## src/rtl/pipeline_hazard_ctrl_pkg.sv

```systemverilog
// Shared types and constants for the pipeline sequencer: FSM state encoding,
// opcode constants and the default drain depth.
package pipe_ctrl_pkg;

    typedef enum logic [1:0] {
        RUN    = 2'd0,
        SWAP2  = 2'd1,
        DRAIN  = 2'd2,
        HALTED = 2'd3
    } state_e;

    localparam logic [3:0] OPC_ATYPE = 4'b0001;
    localparam logic [3:0] FUNC_SWAP = 4'b1111;

    localparam int unsigned DRAIN_CYCLES_DEF = 3;

    // A swap is an A-type instruction whose function field selects the swap.
    function automatic logic is_swap(input logic [3:0] opc, input logic [3:0] func);
        return (opc == OPC_ATYPE) && (func == FUNC_SWAP);
    endfunction

endpackage

```

## src/rtl/pipeline_hazard_ctrl_if.sv

```systemverilog
// Decode/status inputs and pipeline control outputs of the hazard sequencer.
// The slave modport is the sequencer's view; master is the pipeline datapath's.
interface pipeline_hazard_ctrl_if #(
    parameter int unsigned REG_ADDR_W = 4
);
    logic                  id_valid;
    logic [REG_ADDR_W-1:0] id_rs1;
    logic [REG_ADDR_W-1:0] id_rs2;
    logic                  id_jump;
    logic                  id_halt;
    logic                  ex_mem_read;
    logic [REG_ADDR_W-1:0] ex_rd;
    logic                  ex_branch_taken;
    logic                  ex_overflow;
    logic                  wb_write_op2;

    logic pc_en;
    logic ifid_en;
    logic ifid_flush;
    logic idex_en;
    logic idex_flush;
    logic exmem_en;
    logic exmem_flush;
    logic memwb_en;
    logic wb_sel_op2;
    logic halted;
    logic ovf_error;

    modport master (
        output id_valid, id_rs1, id_rs2, id_jump, id_halt,
               ex_mem_read, ex_rd, ex_branch_taken, ex_overflow, wb_write_op2,
        input  pc_en, ifid_en, ifid_flush, idex_en, idex_flush,
               exmem_en, exmem_flush, memwb_en, wb_sel_op2, halted, ovf_error
    );

    modport slave (
        input  id_valid, id_rs1, id_rs2, id_jump, id_halt,
               ex_mem_read, ex_rd, ex_branch_taken, ex_overflow, wb_write_op2,
        output pc_en, ifid_en, ifid_flush, idex_en, idex_flush,
               exmem_en, exmem_flush, memwb_en, wb_sel_op2, halted, ovf_error
    );
endinterface

```

## src/rtl/pipeline_hazard_ctrl_hazard_detect.sv

```systemverilog
// Load-use comparator: flags an ID instruction that reads the destination of
// a load currently in EX. Loads into register 0 never stall.
module hazard_detect #(
    parameter int unsigned REG_ADDR_W = 4
) (
    input  logic                  id_valid_i,
    input  logic [REG_ADDR_W-1:0] id_rs1_i,
    input  logic [REG_ADDR_W-1:0] id_rs2_i,
    input  logic                  ex_mem_read_i,
    input  logic [REG_ADDR_W-1:0] ex_rd_i,
    output logic                  stall_o
);

    always_comb begin
        stall_o = id_valid_i && ex_mem_read_i && (ex_rd_i != '0) &&
                  ((ex_rd_i == id_rs1_i) || (ex_rd_i == id_rs2_i));
    end

endmodule

```

## src/rtl/pipeline_hazard_ctrl.sv

```systemverilog
// Central sequencer for the 5-stage pipeline: PC / pipeline-register enables and
// flushes for load-use stalls, branch/jump/overflow flushes, swap serialisation and halt.
module pipeline_hazard_ctrl
    import pipe_ctrl_pkg::*;
#(
    parameter int unsigned REG_ADDR_W   = 4,
    parameter int unsigned DRAIN_CYCLES = DRAIN_CYCLES_DEF
) (
    input logic                  clk,
    input logic                  rst_n,
    pipeline_hazard_ctrl_if.slave bus
);

    localparam int unsigned CNT_W = (DRAIN_CYCLES > 1) ? $clog2(DRAIN_CYCLES) : 1;
    localparam logic [CNT_W-1:0] CNT_INIT = CNT_W'(DRAIN_CYCLES - 1);

    state_e           state_q, state_d;
    logic [CNT_W-1:0] cnt_q, cnt_d;
    logic             ret_q, ret_d;
    logic             ovf_q, ovf_d;
    logic             load_use;

    logic pc_en, ifid_en, ifid_flush, idex_en, idex_flush;
    logic exmem_en, exmem_flush, memwb_en, wb_sel_op2, halted;

    hazard_detect #(
        .REG_ADDR_W(REG_ADDR_W)
    ) u_hazard_detect (
        .id_valid_i   (bus.id_valid),
        .id_rs1_i     (bus.id_rs1),
        .id_rs2_i     (bus.id_rs2),
        .ex_mem_read_i(bus.ex_mem_read),
        .ex_rd_i      (bus.ex_rd),
        .stall_o      (load_use)
    );

    always_ff @(posedge clk or negedge rst_n) begin
        if (!rst_n) begin
            state_q <= RUN;
            cnt_q   <= '0;
            ret_q   <= 1'b0;
            ovf_q   <= 1'b0;
        end else begin
            state_q <= state_d;
            cnt_q   <= cnt_d;
            ret_q   <= ret_d;
            ovf_q   <= ovf_d;
        end
    end

    always_comb begin
        state_d     = state_q;
        cnt_d       = cnt_q;
        ret_d       = ret_q;
        ovf_d       = ovf_q;
        pc_en       = 1'b1;
        ifid_en     = 1'b1;
        ifid_flush  = 1'b0;
        idex_en     = 1'b1;
        idex_flush  = 1'b0;
        exmem_en    = 1'b1;
        exmem_flush = 1'b0;
        memwb_en    = 1'b1;
        wb_sel_op2  = 1'b0;
        halted      = 1'b0;

        case (state_q)
            RUN: begin
                if (bus.wb_write_op2) begin
                    {pc_en, ifid_en, idex_en, exmem_en, memwb_en} = '0;
                    ret_d   = 1'b0;
                    state_d = SWAP2;
                end else if (bus.ex_overflow) begin
                    pc_en       = 1'b0;
                    ifid_flush  = 1'b1;
                    idex_flush  = 1'b1;
                    exmem_flush = 1'b1;
                    ovf_d       = 1'b1;
                    cnt_d       = CNT_INIT;
                    state_d     = DRAIN;
                end else if (bus.ex_branch_taken) begin
                    // Younger ID-stage halt/jump/load-use are on the wrong path.
                    ifid_flush = 1'b1;
                    idex_flush = 1'b1;
                end else if (load_use) begin
                    pc_en      = 1'b0;
                    ifid_en    = 1'b0;
                    idex_flush = 1'b1;
                end else if (bus.id_halt && bus.id_valid) begin
                    pc_en      = 1'b0;
                    ifid_flush = 1'b1;
                    idex_flush = 1'b1;
                    cnt_d      = CNT_INIT;
                    state_d    = DRAIN;
                end else if (bus.id_jump && bus.id_valid) begin
                    ifid_flush = 1'b1;
                end
            end

            SWAP2: begin
                {pc_en, ifid_en, idex_en, exmem_en, memwb_en} = '0;
                wb_sel_op2 = 1'b1;
                state_d    = ret_q ? DRAIN : RUN;
                ret_d      = 1'b0;
            end

            DRAIN: begin
                if (bus.wb_write_op2) begin
                    // Whole-pipe hold freezes the drain count; ret_q brings us back here.
                    {pc_en, ifid_en, idex_en, exmem_en, memwb_en} = '0;
                    ret_d   = 1'b1;
                    state_d = SWAP2;
                end else begin
                    pc_en      = 1'b0;
                    ifid_en    = 1'b0;
                    idex_flush = 1'b1;
                    if (cnt_q <= CNT_W'(1)) begin
                        cnt_d   = '0;
                        state_d = HALTED;
                    end else begin
                        cnt_d = cnt_q - CNT_W'(1);
                    end
                end
            end

            HALTED: begin
                {pc_en, ifid_en, idex_en, exmem_en, memwb_en} = '0;
                halted = 1'b1;
            end

            default: state_d = RUN;
        endcase
    end

    assign bus.pc_en       = pc_en;
    assign bus.ifid_en     = ifid_en;
    assign bus.ifid_flush  = ifid_flush;
    assign bus.idex_en     = idex_en;
    assign bus.idex_flush  = idex_flush;
    assign bus.exmem_en    = exmem_en;
    assign bus.exmem_flush = exmem_flush;
    assign bus.memwb_en    = memwb_en;
    assign bus.wb_sel_op2  = wb_sel_op2;
    assign bus.halted      = halted;
    assign bus.ovf_error   = ovf_q;

endmodule

```

## src/flat_wrapper.sv

```systemverilog
// flat-port wrapper written by rule: the top's interface ports become plain ports
module pipeline_hazard_ctrl_flat import pipe_ctrl_pkg::*;
#(
    parameter int unsigned REG_ADDR_W   = 4,
    parameter int unsigned DRAIN_CYCLES = DRAIN_CYCLES_DEF
)
  (clk, rst_n, bus_id_valid, bus_id_rs1, bus_id_rs2, bus_id_jump, bus_id_halt, bus_ex_mem_read, bus_ex_rd, bus_ex_branch_taken, bus_ex_overflow, bus_wb_write_op2, bus_pc_en, bus_ifid_en, bus_ifid_flush, bus_idex_en, bus_idex_flush, bus_exmem_en, bus_exmem_flush, bus_memwb_en, bus_wb_sel_op2, bus_halted, bus_ovf_error);
  pipeline_hazard_ctrl_if #(.REG_ADDR_W(REG_ADDR_W)) bus_i ();
  input logic clk;
  input logic rst_n;
  input wire logic [$bits(bus_i.id_valid)-1:0] bus_id_valid;
  input wire logic [$bits(bus_i.id_rs1)-1:0] bus_id_rs1;
  input wire logic [$bits(bus_i.id_rs2)-1:0] bus_id_rs2;
  input wire logic [$bits(bus_i.id_jump)-1:0] bus_id_jump;
  input wire logic [$bits(bus_i.id_halt)-1:0] bus_id_halt;
  input wire logic [$bits(bus_i.ex_mem_read)-1:0] bus_ex_mem_read;
  input wire logic [$bits(bus_i.ex_rd)-1:0] bus_ex_rd;
  input wire logic [$bits(bus_i.ex_branch_taken)-1:0] bus_ex_branch_taken;
  input wire logic [$bits(bus_i.ex_overflow)-1:0] bus_ex_overflow;
  input wire logic [$bits(bus_i.wb_write_op2)-1:0] bus_wb_write_op2;
  output wire logic [$bits(bus_i.pc_en)-1:0] bus_pc_en;
  output wire logic [$bits(bus_i.ifid_en)-1:0] bus_ifid_en;
  output wire logic [$bits(bus_i.ifid_flush)-1:0] bus_ifid_flush;
  output wire logic [$bits(bus_i.idex_en)-1:0] bus_idex_en;
  output wire logic [$bits(bus_i.idex_flush)-1:0] bus_idex_flush;
  output wire logic [$bits(bus_i.exmem_en)-1:0] bus_exmem_en;
  output wire logic [$bits(bus_i.exmem_flush)-1:0] bus_exmem_flush;
  output wire logic [$bits(bus_i.memwb_en)-1:0] bus_memwb_en;
  output wire logic [$bits(bus_i.wb_sel_op2)-1:0] bus_wb_sel_op2;
  output wire logic [$bits(bus_i.halted)-1:0] bus_halted;
  output wire logic [$bits(bus_i.ovf_error)-1:0] bus_ovf_error;
  assign bus_i.id_valid = bus_id_valid;
  assign bus_i.id_rs1 = bus_id_rs1;
  assign bus_i.id_rs2 = bus_id_rs2;
  assign bus_i.id_jump = bus_id_jump;
  assign bus_i.id_halt = bus_id_halt;
  assign bus_i.ex_mem_read = bus_ex_mem_read;
  assign bus_i.ex_rd = bus_ex_rd;
  assign bus_i.ex_branch_taken = bus_ex_branch_taken;
  assign bus_i.ex_overflow = bus_ex_overflow;
  assign bus_i.wb_write_op2 = bus_wb_write_op2;
  assign bus_pc_en = bus_i.pc_en;
  assign bus_ifid_en = bus_i.ifid_en;
  assign bus_ifid_flush = bus_i.ifid_flush;
  assign bus_idex_en = bus_i.idex_en;
  assign bus_idex_flush = bus_i.idex_flush;
  assign bus_exmem_en = bus_i.exmem_en;
  assign bus_exmem_flush = bus_i.exmem_flush;
  assign bus_memwb_en = bus_i.memwb_en;
  assign bus_wb_sel_op2 = bus_i.wb_sel_op2;
  assign bus_halted = bus_i.halted;
  assign bus_ovf_error = bus_i.ovf_error;
  pipeline_hazard_ctrl #(.REG_ADDR_W(REG_ADDR_W), .DRAIN_CYCLES(DRAIN_CYCLES)) u_core (.clk(clk), .rst_n(rst_n), .bus(bus_i));
endmodule
```

## config.mk

```make
export PLATFORM = sky130hd
export DESIGN_NAME = pipeline_hazard_ctrl_flat
export DESIGN_NICKNAME = d
export VERILOG_FILES = /design/src/rtl/pipeline_hazard_ctrl_pkg.sv /design/src/rtl/pipeline_hazard_ctrl_if.sv /design/src/rtl/pipeline_hazard_ctrl_hazard_detect.sv /design/src/rtl/pipeline_hazard_ctrl.sv /design/src/flat_wrapper.sv
export SDC_FILE = /design/constraint.sdc
export NUM_CORES = 1
export LEC_CHECK = 0
export ABC_AREA = 1
export ABC_CLOCK_PERIOD_IN_PS = 1400
export CORE_UTILIZATION = 40
export DETAILED_ROUTE_END_ITERATION = 8
export MAX_ROUTING_LAYER = met4
export PLACE_DENSITY = 0.78
export SLEW_MARGIN = 20
export SYNTH_ARGS = -nofsm -noshare
export SYNTH_HDL_FRONTEND = slang
export SYNTH_SLANG_ARGS = --single-unit
```

## constraint.sdc

```tcl
create_clock -name clk -period 1.4 [get_ports clk]
set_input_delay 0.28 -clock clk [delete_from_list [all_inputs] [get_ports clk]]
set_output_delay 0.28 -clock clk [all_outputs]
set_load 0.01 [all_outputs]
```

* Word-level counts from Yosys, hierarchy flattened
Cells that the tools add are included.
Word-level totals: input port bits 21, bits in writable memories 0, memories kept 0, latch bits 0, output and inout port bits 11, memory bits (read-only) 0, register bits after elaboration 6, word-level logic and storage cells 87
Operators by class: $add $sub $neg 1, shift-type cells 0, div/mod/pow operators 0, magnitude comparators 1, multipliers 0, muxes and demuxes 47, equality and inequality tests 16, reductions and logical operators 17, bitwise gates (word level) 1
Operators with widths (number):
- $mux W1 | 29
- $mux W2 | 11
- $eq A4 B4 Y1 | 2
- $ne A2 B2 Y1 const B | 4
- $ne A4 B4 Y1 const B | 2
- $pmux W1 S2 | 4
- $ne A3 B2 Y1 const B | 2
- $ne A3 B3 Y1 const B | 2
- $pmux W2 S3 | 1
- $reduce_and A3 Y1 | 2
- $reduce_and A6 Y1 | 1
- $logic_and A1 B1 Y1 | 5
- $reduce_and A5 Y1 | 1
- $eq A2 B2 Y1 const B | 2
- $ne A4 B3 Y1 const B | 1
- $pmux W2 S2 | 1
- $reduce_bool A4 Y1 | 1
- $reduce_or A2 Y1 | 2
- $pmux W1 S3 | 1
- $reduce_bool A3 Y1 | 1
- $reduce_or A3 Y1 | 1
- $eq A2 B1 Y1 const B | 1
- $le A2 B1 Y1 const B | 1
- $logic_not A2 Y1 | 1
- other kinds (4) | 4

* Logic depth before layout (Yosys ltp)
depth after elaboration 8, mapped depth 12, gate-level depth less buffers 12

* Modules after synthesis
From an unflattened synthesis, not the netlist that was laid out.
Second synthesis, totals: cell total of the unflattened synthesis 118, area, all modules 686.9 µm²
Modules (own cells, without submodules):
- pipeline_hazard_ctrl | times used 1, seq. area each 150.1 µm², area each 504.2 µm², cells each 73
- hazard_detect | times used 1, seq. area each 0.0 µm², area each 182.7 µm², cells each 45

* Least setup slack after synthesis
No wires, ideal clock.
path type reg2out, from reg u_core.state_q[1], to out bus_idex_en, slack -0.212 ns, data required time 1.120 ns, cell stages (with the launch flop) 5, buffers on the path 1, arrival 1.332 ns, cell sequence dfrtp_1 inv_1 ha_1 nor3_1 buf_4
Between the ends: word-level cells in the longest chain between the ends 3, elaborated cells between the ends (all ways) 7, those cells by class eq/ne (3); mux (1); reduce/logical (3)
RTL lines:
- start, declared | RTL line pipeline_hazard_ctrl.sv:17 | state_e state_q, state_d;
- start signal, assigned | RTL line pipeline_hazard_ctrl.sv:44 | state_q <= state_d;
- $eq A2 B1 Y1, or another cell as far along
- $reduce_or A2 Y1 (no source line)
- $pmux W1 S2 (*)
- end, declared | RTL line flat_wrapper.sv:24 | output wire logic [$bits(bus_i.idex_en)-1:0] bus_idex_en;
Mark *: on every way between the ends. The rest lies on a longest branch, timed or not.

* Worst setup path after layout
from reg u_core.state_q[0], to out bus_memwb_en
Between the ends: word-level cells in the longest chain between the ends 3, elaborated cells between the ends (all ways) 7, those cells by class eq/ne (3); mux (1); reduce/logical (3)
RTL lines:
- $eq A2 B1 Y1, or another cell as far along | RTL line pipeline_hazard_ctrl.sv:67 | case (state_q)
- $reduce_or A2 Y1 (no source line)
- $pmux W1 S2 (*) | RTL line pipeline_hazard_ctrl.sv:67
- end, declared | RTL line flat_wrapper.sv:28 | output wire logic [$bits(bus_i.memwb_en)-1:0] bus_memwb_en;
Marks and branches as above.

==> results.json <==
{
  "die_h_um": 43.29,
  "period_share_pct": 119.2,
  "cts_tree": "built",
  "fin_crit_ps": 1668,
  "grt_max_degree": 7,
  "antenna_found_initial": 0,
  "p_sw_share_pct": 44.60,
  "async_reset_ff_share_pct": 100.0,
  "vias": 900,
  "ys_ff_latch": 6,
  "die_w_um": 43.29,
  "synth_area_leaders": "nand2_1 24%, dfrtp_1 22%, inv_1 10%, ha_1 9.2%, nand2_2 6.4%",
  "htreeDepth": 1,
  "start_util_pct": 44.24,
  "synthesis.nets": 145,
  "grt_pass1_wl_um": 3663,
  "cts.sinks": 6,
  "drt-pass1-iter-count": 4,
  "rsz0062_at_grt": "true",
  "crit_start": "u_core.state_q[0]",
  "synthFlopType": "dfrtp_1",
  "antenna_left": 0,
  "cts_made_buffers": 3,
  "critical-path-top-delay-family": "buffers and inverters",
  "p_total_w": 0.001839,
  "path_buf_inv": 3,
  "track_usage_pct": 26.96,
  "synth-edff-count": 0,
  "place_congestion": 0.7943,
  "overflow": 0,
  "wl_um": 2244,
  "synth_common_cells": "44 x nand2_1, 19 x inv_1, 10 x nor2_1",
  "nets": 198,
  "fin_skew_ps": 9.566,
  "p_sw_w": 0.0008201,
  "critical_path_arrival_ps": 1390,
  "combPwrFrac_pct": 74.8,
  "core_area_um2": 1541,
  "intPower_w": 0.001019,
  "setup_ws_ps": -268.4,
  "r2r-start": "u_core.state_q[0]",
  "clockRootBuffer": "clkbuf_4",
  "first_iter_violations": 9,
  "sequentialPowerShare_pct": 16.2,
  "path_max_fanout": 3,
  "ioPinCount": 32,
  "syn_area_um2": 681.9,
  "stdcell_count": 186,
  "max_cap_violations": 0,
  "clkTransAtPathRegs_ps": 50,
  "drive_gt1_share_pct": 43.53,
  "slew_headroom_pct": 82.10,
  "crit_path_end_kind": "output port",
  "wl_per_cell_um": 12.06,
  "dp_hpwl_um": 1561,
  "synth_top_area_share_pct": 24.22,
  "vdd_drop_max_mv": 1.253,
  "areaGrowthSynthToFinish_pct": 81.65,
  "clkPwrFrac_pct": 8.9,
  "max_freq_ghz": 0.5994,
  "hp-class": "input pin to async pin",
  "critPathSlowestCell": "dfrtp_1",
  "drc": 0,
  "crit_type": "flop to output port",
  "cts.path.max_buffers": 2,
  "routed_via_density": 4.839,
  "cts_hold_buf": 0,
  "ys.warnings.count": 0,
  "yosysTopAreaCell": "nand2_1",
  "cp_cell_sequence": "buf_4 -> buf_6 -> ha_4 -> nor3_4 -> buf_2",
  "power.density_nw_per_um2": 1485,
  "grt_pass1_vias": 869,
  "leakage_nw": 0.6762,
  "critPathRequiredTime_ps": 1120,
  "violations": "negative setup slack",
  "die-area_um2": 1874,
  "fill_cells": 119,
  "startpoint_type": "flop",
  "synth.most_common_cell": "nand2_1",
  "ys_seq_area_share_pct": 22.02,
  "insertedDiodeCount": 0,
  "timing_hold_violations_final": 0,
  "status": "finished, violations left",
  "io_buffers": 31,
  "synth_cell_types": 17,
  "worst_slew_pin_slew_ps": 267.6,
  "slowest_delay_ps": 390,
  "netlist_instances": 119,
  "syn_avg_cell_area_um2": 5.730,
  "final_max_slew_viol_count": 0,
  "clock_latency_ps": 250,
  "rows": 14,
  "dp_cells": 180,
  "setup_viol": 12
}
final timing paths:
check / to / cells past startpoint / slack, ps
setup / recovery: bus_memwb_en / 5 / -270
hold / removal: u_core.cnt_q[1] / 1 / 260
setup reg to reg: u_core.state_q[1] / 9 / -130
hold reg to reg: u_core.bus.ovf_error / 1 / 460
max in group asynchronous: u_core.ret_q / 1 / 920
min in group clk: u_core.bus.ovf_error / 1 / 460
power groups by stage:
stage	clock [W]	combinational, W	sequential, W
after floorplan	0	0.000585	0.000304
after global placement	0	0.00107	0.000292
after detailed placement	0	0.00110	0.000293
after CTS	0.000166	0.00125	0.000301
after global routing	0.000171	0.00152	0.000305
final	0.000164	0.00138	0.000299
layout make-up:
cell class	count	area (um^2)	area share, %
inverters	22	85.08	6.869
repair buffers	50	404.1	32.63
multi-input cells	89	556.8	44.95
well taps	16	20.02	1.616
flip-flops and latches	6	150.1	12.12
clock buffers	3	22.52	1.818
state kept, by name, summed over array words and instances (netlist names):
signal	flops
u_core.ret_q	1
u_core.bus.ovf_error	1
u_core.state_q	2
u_core.cnt_q	2
layout by cell type (no fill, tap or decap), types with 2 or more instances in the layout:
master / count
nor2_4: 3
ha_4: 3
dlygate4sd2_1: 12
nand2_2: 13
inv_2: 6
clkbuf_4: 3
nand2_1: 38
ha_2: 2
inv_1: 15
nor2_2: 3
nor3_1: 2
clkbuf_2: 4
buf_4: 15
clkdlybuf4s50_1: 3
dfrtp_1: 6
buf_6: 7
nand3_1: 6
buf_2: 7
o21ai_0: 4
nor2_1: 5
per-stage QoR:
step           area [um^2]  util, %  hold slack, ps  setup slack [ps]  TNS [ps]
2_1_floorplan        700.7        -          -15.59            -7.729    -15.46
3_3_place_gp          1136    73.70           449.3            -881.8     -7689
3_5_place_dp          1136    73.70           456.0            -891.3     -7842
4_1_cts               1221    79.22           268.3            -256.0     -1816
5_1_grt               1239    80.36           285.4            -339.9     -3165
6_report              1239    80.36           262.1            -268.4     -2394
metal layers:
layer	GRT usage, %	share of wire (%)	up-vias
li1	-	-	465
met1	32.47	41	401
met2	45.67	53	34
met3	6.809	6.6	0
met4	4.848	0	0
met5	-	0	-
logic make-up (layout without fill, tap and decap cells):
logic type / count (synthesis) / count (layout) / share of synthesized area (%)
AO/OA/AOI/OAI: 11 / 11 / 9.176
adder cells (fa/ha/maj): 5 / 5 / 9.174
buffers and inverters: 24 / 75 / 14.31
flip-flops: 6 / 6 / 22.02
AND/OR/NAND/NOR: 73 / 73 / 45.32
what timing repair did:
action / in CTS / in global routing
gates resized for setup: 89 / 17
pin swaps: 16 / 9
setup buffers: 2 / 2
gates cloned: 0 / 0
setup endpoints to repair: 15 / 14
(Power assumes the default switching activity.)
